==> src/rtl/debounce_pkg.sv <==
// debounce_pkg: shared FSM state encoding and glitch counter width for the debouncer
package debounce_pkg;
  localparam int GLITCH_W = 8;
  typedef enum logic [1:0] {S_LOW, S_RISE_WAIT, S_HIGH, S_FALL_WAIT} state_t;
endpackage

==> src/rtl/bit_synchronizer.sv <==
// bit_synchronizer: multi-flop synchronizer bringing an asynchronous level into clk
module bit_synchronizer #(
  parameter int SYNC_STAGES = 2
) (
  input  logic clk,
  input  logic rst,
  input  logic i_d,
  output logic o_q
);
  logic [SYNC_STAGES-1:0] r_sync;
  // shift the raw level through the chain; only the first flop ever sees i_d
  always_ff @(posedge clk) begin
    if (rst) r_sync <= '0;
    else r_sync <= {r_sync[SYNC_STAGES-2:0], i_d};
  end
  assign o_q = r_sync[SYNC_STAGES-1];
endmodule

==> src/rtl/button_debouncer.sv <==
// button_debouncer: synchronizes a bouncing input and accepts a level only after DEBOUNCE_CYCLES agreeing samples
module button_debouncer
  import debounce_pkg::*;
#(
  parameter int DEBOUNCE_CYCLES = 1000000,
  parameter int SYNC_STAGES     = 2
) (
  input  logic                clk,
  input  logic                rst,
  input  logic                d_raw,
  output logic                stable,
  output logic                busy,
  output logic [GLITCH_W-1:0] glitch_cnt
);
  localparam int CW = $clog2(DEBOUNCE_CYCLES);
  localparam logic [CW-1:0] CNT_MAX = CW'(DEBOUNCE_CYCLES - 1);
  state_t              r_state, w_next;
  logic [CW-1:0]       r_cnt, w_cnt;
  logic [GLITCH_W-1:0] r_glitch, w_glitch, w_glitch_inc;
  logic                r_stable, w_stable, w_sync;
  bit_synchronizer #(.SYNC_STAGES(SYNC_STAGES)) u_sync (
    .clk(clk),
    .rst(rst),
    .i_d(d_raw),
    .o_q(w_sync)
  );
  assign w_glitch_inc = &r_glitch ? r_glitch : r_glitch + 1'b1;
  // next-state, sample counter, glitch tally and debounced level
  always_comb begin
    w_next   = r_state;
    w_cnt    = r_cnt;
    w_glitch = r_glitch;
    w_stable = r_stable;
    unique case (r_state)
      S_LOW: if (w_sync) begin
        w_next = S_RISE_WAIT;
        w_cnt  = CW'(1);
      end
      S_RISE_WAIT: if (!w_sync) begin
        w_next   = S_LOW;
        w_cnt    = '0;
        w_glitch = w_glitch_inc;
      end else if (r_cnt == CNT_MAX) begin
        w_next   = S_HIGH;
        w_cnt    = '0;
        w_stable = 1'b1;
      end else w_cnt = r_cnt + 1'b1;
      S_HIGH: if (!w_sync) begin
        w_next = S_FALL_WAIT;
        w_cnt  = CW'(1);
      end
      S_FALL_WAIT: if (w_sync) begin
        w_next   = S_HIGH;
        w_cnt    = '0;
        w_glitch = w_glitch_inc;
      end else if (r_cnt == CNT_MAX) begin
        w_next   = S_LOW;
        w_cnt    = '0;
        w_stable = 1'b0;
      end else w_cnt = r_cnt + 1'b1;
      default: begin
        w_next = S_LOW;
        w_cnt  = '0;
      end
    endcase
  end
  // state register; reset overrides any completing wait
  always_ff @(posedge clk) begin
    if (rst) begin
      r_state  <= S_LOW;
      r_cnt    <= '0;
      r_glitch <= '0;
      r_stable <= 1'b0;
    end else begin
      r_state  <= w_next;
      r_cnt    <= w_cnt;
      r_glitch <= w_glitch;
      r_stable <= w_stable;
    end
  end
  assign stable     = r_stable;
  assign busy       = (r_state == S_RISE_WAIT) || (r_state == S_FALL_WAIT);
  assign glitch_cnt = r_glitch;
endmodule

==> config.mk <==
export PLATFORM = sky130hd
export DESIGN_NAME = button_debouncer
export DESIGN_NICKNAME = d
export VERILOG_FILES = /design/src/rtl/debounce_pkg.sv /design/src/rtl/bit_synchronizer.sv /design/src/rtl/button_debouncer.sv
export SDC_FILE = /design/constraint.sdc
export NUM_CORES = 1
export LEC_CHECK = 0
export CAP_MARGIN = 20
export CELL_PAD_IN_SITES_DETAIL_PLACEMENT = 0
export CELL_PAD_IN_SITES_GLOBAL_PLACEMENT = 1
export CORE_MARGIN = 1.5
export CORE_UTILIZATION = 46
export DETAILED_ROUTE_END_ITERATION = 6
export MAX_ROUTING_LAYER = met4
export PLACE_DENSITY = 0.85
export SETUP_SLACK_MARGIN = 0.15
export SLEW_MARGIN = 20
export SYNTH_ARGS = -nofsm -noshare
export SYNTH_HDL_FRONTEND = slang
export SYNTH_HIERARCHICAL = 1
export SYNTH_SLANG_ARGS = --single-unit
==> constraint.sdc <==
create_clock -name clk -period 4.1 [get_ports clk]
set_input_delay 0.82 -clock clk [delete_from_list [all_inputs] [get_ports clk]]
set_output_delay 0.82 -clock clk [all_outputs]
set_load 0.01 [all_outputs]
# After elaboration in Yosys (flattened, before gate mapping)
# Cells that the tools add are included.
[word_totals]
register_bits = 33
output_inout_bits = 10
[classes]
n_addsub = 2
eq_ne = 14
mux = 22
n_reduce_logical = 8
[ops]
columns = ["cell", "n"]
rows = [
  ["two-way mux 20 bit", 5],
  ["case mux 20 bit (4 select lines)", 1],
  ["two-way mux 8 bit", 3],
  ["adder 20 x 1 -> 20 bit (second input constant)", 1],
  ["equality test 20 bit (second input constant)", 1],
  ["case mux 8 bit (2 select lines)", 1],
  ["two-way mux 2 bit", 6],
  ["inequality test 2 bit (second input constant)", 5],
  ["adder 8 x 1 -> 8 bit (second input constant)", 1],
  ["case mux 2 bit (4 select lines)", 1],
  ["AND reduction 8 bit", 1],
  ["inequality test 2 x 1 -> 1 bit (second input constant)", 3],
  ["AND reduction 5 bit", 1],
  ["equality test 2 bit (second input constant)", 2],
  ["two-way mux 1 bit", 4],
  ["AND reduction 4 bit", 1],
  ["inequality test 3 x 2 -> 1 bit (second input constant)", 1],
  ["inequality test 3 bit (second input constant)", 1],
  ["AND reduction 3 bit", 1],
  ["equality test 2 x 1 -> 1 bit (second input constant)", 1],
  ["logical NOT 2 bit", 1],
  ["case mux 1 bit (2 select lines)", 1],
  ["AND reduction 2 bit", 1],
  ["nonzero test 2 bit", 1],
  ["logical OR 1 bit", 1],
]

# Depth between registers and ports, before layout
# Gate-level depths: netlist (run 1).
[depth]
ltp_word = 4
ltp_mapped = 7
ltp_nobuf = 6

# Modules after synthesis
# The synthesis (run 1) kept the hierarchy.
[modules_own_cells]
columns = ["mod", "instances", "cells_each", "area_each_um2", "seq_area_each_um2"]
rows = [
  ["button_debouncer", 1, 182, 1550.2, 620.6],
  ["bit_synchronizer", 1, 4, 52.6, 40.0],
]

# Worst setup path after synthesis (run 1)
# OpenSTA, ideal clock, no wires.
[synth_path]
path_kind = "in2reg"
from = "input rst"
to = "register r_cnt[12]"
arrival_ns = 1.873
required_time_ns = 4.037
path_slack_ns = 2.164
stages = 5
cell_sequence = "buf_1 > a211oi_2 > buf_2 > o311ai_0 > nand3_1"
[synth_rtl]
columns = ["element", "line_no", "rtl"]
rows = [
  ["start: declaration", "button_debouncer.sv:9", "input logic rst,"],
  ["end signal: assignment", "button_debouncer.sv:76", "r_cnt <= w_cnt;"],
  ["end: declaration", "button_debouncer.sv:18", "logic [CW-1:0] r_cnt, w_cnt;"],
]

==> results of run 1 <==
## worst register-to-register path: stages (launching register included)
cell and delay (ns):
dfxtp_1 0.49, nand4_1 0.30, nor4_1 0.86, nand3_1 0.19
xnor2_1 0.16, a22o_1 0.19
## registers in the layout, summed over array words and instances, names as in the netlist, named ones only
register and flops:
u_sync/r_sync 2, glitch_cnt 8, stable 1, r_state 1, r_cnt 20
## cell type report
type / count / area [µm²] / area share
Multi-Input combinational cell: 145 / 909.6 / 0.4886
Clock buffer: 5 / 37.54 / 0.02016
Timing Repair Buffer: 13 / 127.6 / 0.06855
Sequential cell: 33 / 660.6 / 0.3548
Clock inverter: 3 / 65.06 / 0.03495
Tap cell: 46 / 57.56 / 0.03091
Inverter: 1 / 3.754 / 0.002016
## cell families (layout without fill, tap and decap cells)
group                    Yosys count  count (layout)  synth area share
AND/OR/NAND/NOR                   82              82            0.2841
AO/OA/AOI/OAI                     48              48            0.1952
flip-flops                        33              33            0.4122
XOR/XNOR                          11              11           0.06011
buffers and inverters              8              22           0.02030
adder cells (fa/ha/maj)            2               2           0.01561
multiplexers                       2               2           0.01249
## through the flow
stage | instance area (µm²) | utilization | power, mW | hold slack [ns] | instances
after global placement | 1759 | 0.5272 | 0.3500 | 0.4173 | 238
after floorplan | 1603 | - | 0.3442 | 0.4138 | 186
after global routing | 1862 | 0.5579 | 0.6719 | 0.4630 | 246
after detailed placement | 1759 | 0.5272 | 0.3508 | 0.4264 | 238
final | 1862 | 0.5579 | 0.6452 | 0.4490 | 246
after CTS | 1862 | 0.5579 | 0.6508 | 0.4529 | 246
## where the power goes
group / total (mW) / leakage, nW / switching [mW] / internal (mW)
Clock: 0.302 / 0.0552 / 0.113 / 0.189
Combinational: 0.0184 / 0.353 / 0.0114 / 0.00709
Sequential: 0.325 / 0.266 / 0.00219 / 0.323
Total: 0.645 / 0.674 / 0.127 / 0.518
## metal layers
metal | wire length [µm] | track usage
met3 | 126 | 0.07453
met4 | 29 | 0.06383
met2 | 1789 | 0.3690
met5 | 0 | -
met1 | 1706 | 0.2874
## placed cells by master, fill, tap and decap left out, types with 6 or more instances in the layout
master / instances
nand4_1: 7
o21ai_0: 8
and3_1: 7
nand2_1: 18
a22o_1: 6
dfxtp_1: 33
nand3_1: 9
xor2_1: 7
a31oi_1: 8
nor2_1: 14
clkdlybuf4s50_1: 12
a21oi_1: 15
nor3_1: 6
## final timing paths
| check | startpoint | to |
|---|---|---|
| setup / recovery | rst | r_cnt[11] |
| hold / removal | u_sync/r_sync[0] | u_sync/r_sync[1] |
| setup reg to reg | r_cnt[6] | r_cnt[13] |
| hold reg to reg | u_sync/r_sync[0] | u_sync/r_sync[1] |
==> results.json, run 1 <==
{
  "status": "finished, final reports clean",
  "setup_violations": 0,
  "path_depth": 4,
  "h-tree-depth": 2,
  "worstPathArrival_ns": 2.79,
  "power_leakage_nw": 0.6743,
  "gp_congestion": 0.8112,
  "cp-end-kind": "register",
  "cts_root_buf": "clkbuf_4",
  "grt_pass1_vias": 1322,
  "clock_tree.buffer_depth": 2,
  "maxCapViolCount": 0,
  "grt_max_degree": 29,
  "tritoncts": "yes",
  "worst_slew_pin_slew_ns": 0.9934,
  "synthesis.nets": 191,
  "synth_ff_type": "dfxtp_1",
  "area_growth_pct": 16.16,
  "synth_common_cells": "33 x dfxtp_1, 18 x nand2_1, 15 x a21oi_1",
  "rrSetupSlack_ns": 1.81,
  "ant_nets": 0,
  "core-area_um2": 3337,
  "cpMaxStageDelayCell": "nor3_1",
  "cp_max_fo": 19,
  "io_pins": 13,
  "rsz0062_at_grt": "false",
  "syn_area_um2": 1603,
  "first_pass_iters": 5,
  "fp.dieH_um": 62.03,
  "clock_latency_ns": 0.34,
  "crit_family": "simple AND/OR/NAND/NOR gates",
  "hold_path.class": "register to register",
  "nets": 204,
  "cts_hold_buf": 0,
  "grt_pass1_wl_um": 6306,
  "antenna-diode-count": 0,
  "setup_tns_ns": 0,
  "yosysTopAreaCell": "dfxtp_1",
  "viasPerCell": 5.789,
  "synth_edf_count": 0,
  "cp_cell_sequence": "clkdlybuf4s50_1, nor3_1, a21oi_1, a21oi_1",
  "post-synth-top-count-cell": "dfxtp_1",
  "cpPeakStageDelay_ns": 0.96,
  "fin_skew_ns": 0.008865,
  "overflow": 0,
  "num_rows": 21,
  "num_vias": 1424,
  "synthCells": 186,
  "final_max_slew_viol_count": 0,
  "drc_errors": 0,
  "syn_area_per_cell_um2": 8.617,
  "synth_area_leaders": "dfxtp_1 41%, a21oi_1 4.7%, nand2_1 4.2%, xor2_1 3.8%, nor2_1 3.3%",
  "wire_per_inst_um": 14.84,
  "cts.clk_slew.worst_paths_ns": 0.11,
  "finalHoldViolations": 0,
  "crit_top_cell": "a21oi_1",
  "relSlewSlack": 0.3326,
  "wl_um": 3651,
  "fp.dieW_um": 62.03,
  "hold_depth": 1,
  "seq_area_frac_synth": 0.4122,
  "antenna_found_initial": 0,
  "power_density_nw_per_um2": 346.6,
  "r2r_cells": 5,
  "cp.required_ns": 4.37,
  "grt_use_total": 0.2338,
  "yosys_warnings": 6,
  "fin_crit_sh": 0.6151,
  "yosys.area.top_type_share": 0.4122,
  "nFillCells": 332,
  "clock_sinks": 33,
  "cts_setup_buffers": 0,
  "max_freq_ghz": 0.3965,
  "ys_ff_latch": 33,
  "hpwl_um": 2527,
  "drt_iter0_markers": 73,
  "irDropWorstVdd_mv": 0.1932,
  "cts_made_buffers": 5,
  "async_flop_share": 0,
  "drive_above_1_share": 0.07500,
  "synthDistinctLibCells": 42,
  "post_cts_resized": 0,
  "post-place-ws_ns": 1.239,
  "dieArea_um2": 3848,
  "crit_type": "input pin to register",
  "fin_ws_ns": 1.578,
  "worst-path-buf-inv": 1,
  "start_util": 0.4803,
  "io_buffers": 12,
  "startpoint_type": "input pin",
  "period_needed_ns": 2.522
}
Note: power is estimated with default switching activity, not from simulation.
==> run 2, diff against run 1 <==
--- a/config.mk
+++ b/config.mk
@@ -9,10 +9,10 @@
 export CELL_PAD_IN_SITES_DETAIL_PLACEMENT = 0
 export CELL_PAD_IN_SITES_GLOBAL_PLACEMENT = 1
 export CORE_MARGIN = 1.5
-export CORE_UTILIZATION = 46
+export CORE_UTILIZATION = 43
 export DETAILED_ROUTE_END_ITERATION = 6
 export MAX_ROUTING_LAYER = met4
-export PLACE_DENSITY = 0.85
+export PLACE_DENSITY = 0.81
 export SETUP_SLACK_MARGIN = 0.15
 export SLEW_MARGIN = 20
 export SYNTH_ARGS = -nofsm -noshare
==> constraint.sdc (replaced) <==
create_clock -name clk -period 2.4 [get_ports clk]
set_input_delay 0.48 -clock clk [delete_from_list [all_inputs] [get_ports clk]]
set_output_delay 0.48 -clock clk [all_outputs]
set_load 0.01 [all_outputs]
==> run 2 against run 1 <==
Cell count up 4.1%. Hold slack gained 0.0088 ns. First-iteration DRC count increased by 2.7%. Global-route usage shrank 2.9 points. Non-clock buffer count increased by 10. Core utilization increased by 0.66 points. Sequential share of layout area fell by 1.5 points. Critical endpoint is now r_cnt[7].
==> results.json, run 2 (same netlist as run 1, synthesis figures left out) <==
{
  "grt_pass1_vias": 1348,
  "final_max_slew_viol_count": 0,
  "cp_max_fo": 20,
  "io_buffers": 12,
  "power_density_nw_per_um2": 516.2,
  "num_vias": 1473,
  "maxCapViolCount": 0,
  "clock_sinks": 33,
  "start_util": 0.4656,
  "nets": 214,
  "crit_type": "register to register",
  "grt_max_degree": 21,
  "fin_crit_sh": 0.8759,
  "fin_ws_ns": 0.2978,
  "rrSetupSlack_ns": 0.30,
  "dieArea_um2": 4102,
  "worst_slew_pin_slew_ns": 0.7981,
  "h-tree-depth": 2,
  "io_pins": 13,
  "first_pass_iters": 4,
  "busiest_layer": "met2",
  "wire_per_inst_um": 14.49,
  "min_to": "u_sync/r_sync[1]",
  "antenna-diode-count": 0,
  "cp-end-kind": "register",
  "setup_violations": 0,
  "drive_above_1_share": 0.1238,
  "power_leakage_nw": 0.7156,
  "gp_congestion": 0.8207,
  "fp.dieW_um": 64.05,
  "antenna_found_initial": 0,
  "worstHoldStart": "u_sync/r_sync[0]",
  "final_common_cell": "dfxtp_1",
  "grt_use_total": 0.2049,
  "wl_um": 3709,
  "tritoncts": "yes",
  "drc_errors": 0,
  "irDropWorstVdd_mv": 0.2887,
  "cts_setup_buffers": 0,
  "r2r_cells": 7,
  "hold_depth": 1,
  "grt_pass1_wl_um": 6265,
  "ant_nets": 0,
  "use_met3": 0.05282,
  "max_freq_ghz": 0.4757,
  "utilization": 0.5645,
  "met2_usage": 0.3073,
  "num_rows": 21,
  "cts_hold_buf": 0,
  "layout_common_cells": "33 x dfxtp_1, 18 x nand2_1, 15 x a21oi_1",
  "relSlewSlack": 0.4662,
  "cts_made_buffers": 5,
  "cp.required_ns": 2.61,
  "viasPerCell": 5.754,
  "finalHoldViolations": 0,
  "r2r_start": "r_cnt[0]",
  "clock_tree.buffer_depth": 2,
  "rsz0062_at_grt": "false",
  "grt_use_met1": 0.2558,
  "worstPathArrival_ns": 2.31,
  "status": "finished, final reports clean",
  "post-place-ws_ns": -0.08695,
  "drt_iter0_markers": 75,
  "core-area_um2": 3442,
  "cts.clk_slew.worst_paths_ns": 0.07,
  "cts_root_buf": "clkbuf_8",
  "dp.cells": 248,
  "hpwl_um": 2709,
  "fin_skew_ns": 0.003528,
  "clock_latency_ns": 0.28,
  "overflow": 0,
  "area_growth_pct": 21.23,
  "largest_reg_flops": 20,
  "hold_path.class": "register to register",
  "r2r-end": "r_cnt[7]",
  "period_needed_ns": 2.102,
  "largest-register": "r_cnt",
  "fp.dieH_um": 64.05,
  "fin_cells": 256,
  "startpoint_type": "register"
}
## run 2: cell types whose count changed in the layout (fill, tap and decap cells not counted), sizes merged
cell and delta:
buf +10, bufinv -2, clkinv +1, clkinvlp +1
## run 2: area by class of cell
class	count	area, µm²
fillers	332	1499
repair buffers	23	202.7
clock buffers	5	68.82
flip-flops and latches	33	660.6
inverters	1	3.754
well taps	46	57.56
multi-input cells	145	932.1
clock inverters	3	17.52
## run 2: critical path, cell delays in order, from the launching register on
cell and delay, ns:
dfxtp_1 0.36, ha_1 0.24, nand3_1 0.13, nor4_2 0.09, a211oi_4 0.71, buf_4 0.27
nand2b_1 0.06, a31oi_1 0.16
## run 2: worst max path at each step
stage / startpoint / endpoint / slack (ns)
after global routing: r_cnt[0] / r_cnt[7] / 0.15
after global placement: rst / r_cnt[6] / -0.02
after CTS: r_cnt[14] / r_cnt[6] / 0.18
final: r_cnt[0] / r_cnt[7] / 0.30
after floorplan: r_cnt[10] / r_cnt[12] / 0.48
after detailed placement: rst / r_cnt[7] / -0.09
## run 2: repair_timing
item	CTS	global route
setup endpoints to repair	8	9
hold endpoints to repair	0	0
gates resized for setup	1	2
## run 2: per-stage QoR
step                      hold WS [ns]  TNS (ns)  total power, mW  cell area, µm²
after floorplan                 0.4138         0           0.5879            1603
after global placement          0.4276  -0.02619           0.6029            1834
after detailed placement        0.4497   -0.2191           0.6038            1834
after CTS                       0.4610         0            1.016            1928
after global routing            0.4810         0            1.046            1943
final                           0.4578         0            1.003            1943
## run 2: routing by layer
metal / routed length (µm) / vias to the layer above
met5: 0 / -
met4: 63 / 0
met3: 149 / 5
met2: 1694 / 28
met1: 1801 / 696
li1: - / 744
## run 2: report_power, final
group          leakage [nW]  internal [mW]  switching (mW)
logic                 0.405         0.0156          0.0210
registers             0.266          0.551         0.00422
clock network        0.0439          0.200           0.211
total                 0.716          0.767           0.237
==> patch, RTL diff (settings of run 1) <==
Add an input register stage for `d_raw`, without a reset; this delays it by one clock.
--- a/src/rtl/button_debouncer.sv
+++ b/src/rtl/button_debouncer.sv
@@ -16,2 +16,9 @@
   localparam logic [CW-1:0] CNT_MAX = CW'(DEBOUNCE_CYCLES - 1);
+
+  logic d_raw_q;
+
+  always_ff @(posedge clk) begin
+    d_raw_q <= d_raw;
+  end
+
   state_t              r_state, w_next;
@@ -23,3 +30,3 @@
     .rst(rst),
-    .i_d(d_raw),
+    .i_d(d_raw_q),
     .o_q(w_sync)
Formal check against the unedited RTL: not equivalent (Yosys sat finds a counterexample within 4 cycles, from zero or initial values and one cycle with rst high).
==> patch against run 1 <==
Power decreased by 17%; cell area is 0.61% lower; synthesized cell count rose by 0.54%; cell count increased by 0.41%; wire length down 7.0%; area after synthesis is 3.9% higher; sequential power is 4% higher; worst setup slack improved by 0.062 ns; sequential cell count grew 1; critical path type unchanged; largest power group unchanged.
==> patch: results (changes against run 1) <==
Fillers 343 (+3.3%); 1st-iter DRT viols 85 (+16%); Post-Layout Cell Count 247 (+0.41%); fin crit period 2.460 ns (-0.06176 ns); Pwr Total 532.6 uW (-17%); Avg Cell Area, Syn 8.906 um^2 (+3.3%); seq pwr 337 uW (+4%); WL met1 1672 um (-2.0%); slowest stage cell, crit path a2111oi_4; worst vdd ir 0.0002032 V (+5.2%); r2r startpoint r_cnt[0]; Clk. pwr 170 uW (-44%); layout cells sized above 1 0.05473 (-0.02027); drt wl/cell 13.74 um (-7.4%); Yosys cell types 39 (-7.1%); vias in the first global route 1361 (+3.0%); outcome finished clean; Final Net Count 206 (+0.98%); Final Wtd Congestion 0.7547 (-7.0%); synth top area cells dfxtp_1 41%, nor2_1 5.0%, xor2_1 4.7%, a31oi_1 4.5%, a21oi_1 3.6%; crit path capture r_cnt[17]; placed cell area 1805 um^2 (+2.6%); leakage 0.0006580 uW (-2.4%); R2R depth 7 (+2); DR WL met3 103 um (-18%); CP arrival 2.72 ns (-0.07 ns); Initial DRT Pass Iterations 4 (-1); M3 GR Usage 0.05357 (-0.02096); total global-route track usage 0.1936 (-0.04023); CP top delay family compound AO/OA/AOI/OAI gates; HPWL Detailed 2388 um (-5.5%); slowest stage delay, CP 0.70 ns (-0.26 ns); Syn Nets 192 (+0.52%); Internal Pwr Total 409.1 uW (-21%); met2 Use GR 0.3138 (-0.05522)
[patch: cells by family (layout without fill, tap and decap cells)]
family | after synthesis | after routing | share of synthesized area
AOI/OAI and AO/OA | 39 | 39 | 0.1668
and+or+nand+nor | 84 | 84 | 0.2727
DFF | 34 | 34 | 0.4087
xor gates and xnor gates | 13 | 13 | 0.06837
muxes | 5 | 5 | 0.03005
adders and majority gates | 2 | 2 | 0.01502
buffers and inverters | 10 | 24 | 0.03832
[patch: per-stage QoR]
stage          hold WS [ns]  worst slack, ns  utilization
2_1_floorplan        0.4138            2.235            -
3_3_place_gp         0.4300            1.395       0.5286
3_5_place_dp         0.4298            1.329       0.5286
4_1_cts              0.4605            1.680       0.5418
5_1_grt              0.4789            1.497       0.5418
6_report             0.4577            1.640       0.5418
[patch: final cells by class]
cell class / count / share of cell area
Inverter: 3 / 0.006085
Tap cell: 46 / 0.03110
Clock buffer: 7 / 0.02434
Multi-Input combinational cell: 143 / 0.4976
Timing Repair Buffer: 14 / 0.07302
Sequential cell: 34 / 0.3678
